==> config.mk <==
export PLATFORM = sky130hd
export DESIGN_NAME = tt_sweep_ctrl
export DESIGN_NICKNAME = d
export VERILOG_FILES = /design/src/rtl/tt_sweep_ctrl.sv
export SDC_FILE = /design/constraint.sdc
export NUM_CORES = 1
export LEC_CHECK = 0
export CAP_MARGIN = 10
export CORE_UTILIZATION = 54
export CTS_CLUSTER_SIZE = 8
export DETAILED_ROUTE_END_ITERATION = 8
export GPL_TIMING_DRIVEN = 0
export PLACE_DENSITY_LB_ADDON = 0.3
export SLEW_MARGIN = 10
export SYNTH_ARGS = -nofsm -noshare
export SYNTH_HDL_FRONTEND = slang
export SYNTH_SLANG_ARGS = --single-unit
==> constraint.sdc <==
create_clock -name clk -period 4.49 [get_ports clk]
set_input_delay 1.1225 -clock clk [delete_from_list [all_inputs] [get_ports clk]]
set_output_delay 1.1225 -clock clk [all_outputs]
set_load 0.01 [all_outputs]
==> src/rtl/tt_sweep_ctrl.sv <==
// Truth-table sweep controller: steps a 3-input gate through all eight input
// combinations, samples its output and compares against a programmed table.
module tt_sweep_ctrl #(
  parameter int unsigned SETTLE_CYCLES = 4,
  parameter int unsigned CNT_W         = 8
) (
  input  logic       clk,
  input  logic       rst_n,
  input  logic       cfg_we,
  input  logic [7:0] cfg_tt,
  input  logic       start,
  output logic [2:0] dut_in,
  input  logic       dut_out,
  output logic       busy,
  output logic       done,
  output logic       pass,
  output logic [7:0] exp_tt,
  output logic [7:0] observed_tt,
  output logic [7:0] mismatch
);

  typedef enum logic [1:0] {
    IDLE,
    SETTLE,
    DONE
  } state_e;

  localparam logic [CNT_W-1:0] CNT_RELOAD = CNT_W'(SETTLE_CYCLES - 1);

  state_e           state_q, state_d;
  logic [2:0]       idx_q, idx_d;
  logic [CNT_W-1:0] cnt_q, cnt_d;
  logic             busy_q, busy_d;
  logic             done_q, done_d;
  logic             pass_q, pass_d;
  logic [7:0]       exp_q, exp_d;
  logic [7:0]       obs_q, obs_d;
  logic [7:0]       mis_q, mis_d;

  always_ff @(posedge clk or negedge rst_n) begin
    if (!rst_n) begin
      state_q <= IDLE;
      idx_q   <= '0;
      cnt_q   <= '0;
      busy_q  <= 1'b0;
      done_q  <= 1'b0;
      pass_q  <= 1'b0;
      exp_q   <= '0;
      obs_q   <= '0;
      mis_q   <= '0;
    end else begin
      state_q <= state_d;
      idx_q   <= idx_d;
      cnt_q   <= cnt_d;
      busy_q  <= busy_d;
      done_q  <= done_d;
      pass_q  <= pass_d;
      exp_q   <= exp_d;
      obs_q   <= obs_d;
      mis_q   <= mis_d;
    end
  end

  always_comb begin
    state_d = state_q;
    unique case (state_q)
      IDLE:    if (start) state_d = SETTLE;
      SETTLE:  if ((cnt_q == '0) && (idx_q == 3'd7)) state_d = DONE;
      DONE:    state_d = IDLE;
      default: state_d = IDLE;
    endcase
  end

  // The first IDLE cycle after DONE carries the done pulse with busy still high;
  // busy only drops on the following edge unless a held start re-arms it.
  always_comb begin
    idx_d  = idx_q;
    cnt_d  = cnt_q;
    busy_d = busy_q;
    done_d = 1'b0;
    pass_d = pass_q;
    exp_d  = exp_q;
    obs_d  = obs_q;
    mis_d  = mis_q;
    unique case (state_q)
      IDLE: begin
        busy_d = 1'b0;
        if (cfg_we) exp_d = cfg_tt;
        if (start) begin
          idx_d  = '0;
          cnt_d  = CNT_RELOAD;
          obs_d  = '0;
          mis_d  = '0;
          pass_d = 1'b0;
          busy_d = 1'b1;
        end
      end
      SETTLE: begin
        if (cnt_q != '0) begin
          cnt_d = cnt_q - CNT_W'(1);
        end else begin
          obs_d[3'd7 - idx_q] = dut_out;
          if (idx_q != 3'd7) begin
            idx_d = idx_q + 3'd1;
            cnt_d = CNT_RELOAD;
          end
        end
      end
      DONE: begin
        mis_d  = obs_q ^ exp_q;
        pass_d = (obs_q == exp_q);
        done_d = 1'b1;
      end
      default: ;
    endcase
  end

  // The sweep index is the gate drive itself.
  always_comb begin
    dut_in      = idx_q;
    busy        = busy_q;
    done        = done_q;
    pass        = pass_q;
    exp_tt      = exp_q;
    observed_tt = obs_q;
    mismatch    = mis_q;
  end

endmodule

* Word level (Yosys, flattened, before mapping)
Cells that the tools add are included.
Word-level totals: bits in registers 40, bits of input ports 13, output and inout bits 30, logic and storage cells 60
Cells by class: $add $sub $neg 3, order comparisons 2, eq/ne operators 10, multiplexer cells 22, bitwise logic cells 1, reduce and logical (&&, ||, !) cells 13
Operators with widths (count):
- 8-bit one-hot mux with 2 select lines | 3
- 8-bit two-way mux | 5
- 3-bit two-way mux | 3
- 8-bit bitwise mux | 1
- 8-bit == test | 1
- 8-bit zero test | 1
- 2-bit != test, second input constant | 4
- 8-bit nonzero test | 1
- 8-bit by 1-bit subtractor with 8-bit output, second input constant | 1
- 8-bit bitwise XOR | 1
- 3-bit != test, second input constant | 2
- 3-bit one-hot mux with 2 select lines | 1
- 2-bit AND reduction | 3
- 3-bit AND reduction | 2
- 3-bit by 4-bit less-than comparator with 1-bit output, second input constant | 1
- 1-bit two-way mux | 4
- 2-bit two-way mux | 2
- 2-bit one-hot mux with 2 select lines | 1
- 4-bit AND reduction | 1
- 2-bit nonzero test | 2
- 3-bit by 1-bit adder with 3-bit output, second input constant | 1
- 1-bit demux with 3-bit select | 1
- 3-bit == test, second input constant | 1
- 3-bit by 1-bit >= comparator with 1-bit output, second input constant | 1
- 6 further kinds | 7

* Longest topological paths before layout
depth in word-level cells 8, depth in mapped cells 7, mapped depth without buffers 7

* Worst setup path before layout
OpenSTA, ideal clock, no wires.
path kind input -> register, start point input start, end point register cnt_q[4], setup time 0.078 ns, data arrival time 2.002 ns, data required time 4.412 ns, path slack 2.410 ns, stages 4, path buffers 0, cell sequence nor2_1 -> a311o_1 -> or3_1 -> a21oi_1
Between the ends: word-level cells in the longest chain between the ends 2
RTL lines:
- from (decl) | line 11 | input logic start,
- 2-bit != test (no source line)
- 3-bit AND reduction (no source line)
- to (signal assigned) | line 54 | cnt_q <= cnt_d;
- to (decl) | line 32 | logic [CNT_W-1:0] cnt_q, cnt_d;
No other way between the ends. A chain may end at the register's enable or synchronous reset.

* Worst setup path after layout
start point register idx_q[2] (netlist: dut_in[2]), end point output dut_in[2]
RTL lines:
- from (decl) | line 31 | logic [2:0] idx_q, idx_d;
- from (signal assigned) | line 53 | idx_q <= idx_d;
- to (decl) | line 12 | output logic [2:0] dut_in,
No word-level cell between the ends.

==> run metrics <==
outcome complete, no violations; Final Non-Filler Cells 272; synthesis-to-finish area growth 29.32%; Bufs and invs on worst path 1; CP peak stage delay 0.59 ns; share of layout cells above drive strength 1 11.95%; Critical Path Source Type flip-flop; clock root buffer clkbuf_4; detailed-route via count 1576; simple-gate share of the synthesized area 13.85%; Skew-Pair Late Insertion Delay 0.35 ns; Top Ports 43; number of global-route vias before repair 1457; CP cell instances clkdlybuf4s50_1; Routed Wire Length 4304 um; RSZ-0062 raised after global routing false; Post-Syn Area 1933 um^2; final setup vio count 0; crit path max-delay cell type clkdlybuf4s50_1; post-synthesis sequential area ratio 51.78%; die height 61.83 um; post-place setup slack 1.738 ns; cts hold-fix bufs 0; ys flop type dfrtp_1; final hold viol count 0; most instantiated cells after synthesis 40 x dfrtp_1, 17 x o21ai_0, 10 x o31ai_1; Max transition margin 56.78%; MaxCap Viol Count 0; postcts setup bufs 0; largest net degree at the start of global routing 24; H-tree levels 2; PnR Total Power 1565 uW; clk sinks 40; min-delay worst type reg2reg; XOR/XNOR Fraction of Synth Area 4.078%; DR iter-0 viols 63; initial antenna violation count 0; Min Clock Period, post-route 2.564 ns; #FFs+latches synth 40; async set-reset flop share out of synthesis 100.0%; Compound-Gate Fraction of Synth Area 18.38%; Worst EP required 3.37 ns; IO Port Bufs 42; area share of the largest cell type after synthesis 51.78%; initial core utilization 57.03%; Max Fanout on Critical Path 8; Rows 21; count leader, synth dfrtp_1; syn_nets 191; Slew Viols, Final 0; Top Family by Delay on Critical Path buffers and inverters; achievable frequency 390.0 MHz; mux cell area share after synthesis 6.278%; HPWL after detailed placement 3149 um; Wirelength per Cell 15.82 um; Vias/cell 5.794; Pleak 0.001044 uW; Adder-Cell Fraction of Synth Area 1.942%; Post-Syn Instances 175; top post-synthesis cells by area dfrtp_1 52%, mux2_2 5.2%, o21ai_0 4.4%; Die X-Extent 61.83 um; n_diodes 0; final worst path period share 57.11%; final setup margin 1.926 ns; cell taking the most area after synthesis dfrtp_1; largest family of logic cells by synthesized area compound AO/OA/AOI/OAI gates; Synth cell types 41; GP Congestion 0.9413; Global Route Usage Sum 25.06%; Power Density 626.1 nW/um^2; CTS max path bufs 2; first-pass GRT wire length 6713 um; number of routed nets with antenna violations 0; clk slew on worst S/H paths 0.12 ns; Num CTS Buffers 5; Nets 241; Worst-Margin Slew 0.6469 ns; DRC 0; 1st-pass router iterations 4; Avg Cell Area, Syn 11.05 um^2; total die area 3823 um^2; Core Area 3390 um^2; CP Capture Type primary output; Clock Skews 0.007737 ns; DP Cell Count 264; maximum vdd drop 0.0004478 V; fill count 224; EDFF count, synth 0; gr ovfl total 0; YS warnings 0; Worst Path Arrival 1.44 ns; CTS tree built; Resize count post-CTS 0; CP Class reg2out; TNS Setup 0 ns
## final cells by class
class                      count  area, um^2  area share [%]
multi-input combinational    118       860.8           34.43
buffer                         8       37.54           1.502
sequential                    40        1001           40.04
timing repair buffer          43       442.9           17.72
inverter                       9       33.78           1.351
clock buffer                   6       51.30           2.052
clock inverter                 2       15.01          0.6006
tap                           46       57.56           2.302
## worst reg2reg max path, cell delays in order (launching register included)
cell,delay [ns]
dfrtp_1,0.42
ha_1,0.21
ha_1,0.19
and2_4,0.16
a311o_1,0.45
or3_1,0.38
a21oi_1,0.16
## through the flow
stage	instance area, um^2	utilization [%]	hold WS, ns
floorplan	1933	-	0.5051
CTS	2500	73.75	0.5204
detailed placement	2434	71.80	0.4935
global route	2500	73.75	0.5489
finish	2500	73.75	0.5130
global placement	2411	71.13	0.4743
## routing by layer
metal	wire length [um]	global-route usage, %	share of wire [%]	vias up
met5	0	0	0	-
met4	108	12.38	2.5	0
met3	207	7.453	4.8	9
met2	2059	40.09	48	65
met1	1928	31.05	45	761
li1	-	-	-	741
## where the power goes
part           total, uW  internal [uW]  leakage [uW]  switching, uW
Sequential           644            494      0.000509            151
Clock                197           76.0     0.0000305            121
Combinational        724            383      0.000505            341
## flip-flops by register name, indices dropped and copies added, names as in the netlist
signal       count
cnt_q            8
dut_in           3
done             1
observed_tt      8
state_q          2
exp_tt           8
pass             1
mismatch         8
busy             1
## layout by cell type, fill, tap and decap left out, types with 4 or more instances in the layout
cell and n:
o31ai_1 10, xor2_1 5, nand2_1 8, clkbuf_1 7
or3_1 5, xnor2_1 4, dfrtp_1 40, inv_1 9
nor3_1 4, mux2_2 9, a22o_1 5, clkbuf_4 5
o21ai_0 17, nor2_1 7, clkdlybuf4s50_1 41, o21a_1 6
## final timing paths
| check | slack (ns) | endpoint | cells past startpoint | startpoint |
|---|---|---|---|---|
| setup / recovery | 1.93 | dut_in[2] | 1 | dut_in[2] |
| max in group asynchronous | 3.34 | cnt_q[7] | 2 | rst_n |
| hold / removal | 0.51 | mismatch[5] | 2 | mismatch[5] |
| min in group asynchronous | 0.69 | mismatch[4] | 1 | rst_n |
| setup reg to reg | 2.44 | cnt_q[6] | 6 | dut_in[0] |
| hold reg to reg | 0.51 | mismatch[5] | 2 | mismatch[5] |
## cells by family (layout without fill, tap and decap cells)
family / Yosys count / after routing
xor gates and xnor gates: 9 / 9
AOI/OAI and AO/OA: 52 / 52
adders and majority gates: 3 / 3
DFF: 40 / 40
buffers and inverters: 17 / 68
muxes: 11 / 11
and+or+nand+nor: 43 / 43
(Power assumes the default switching activity.)
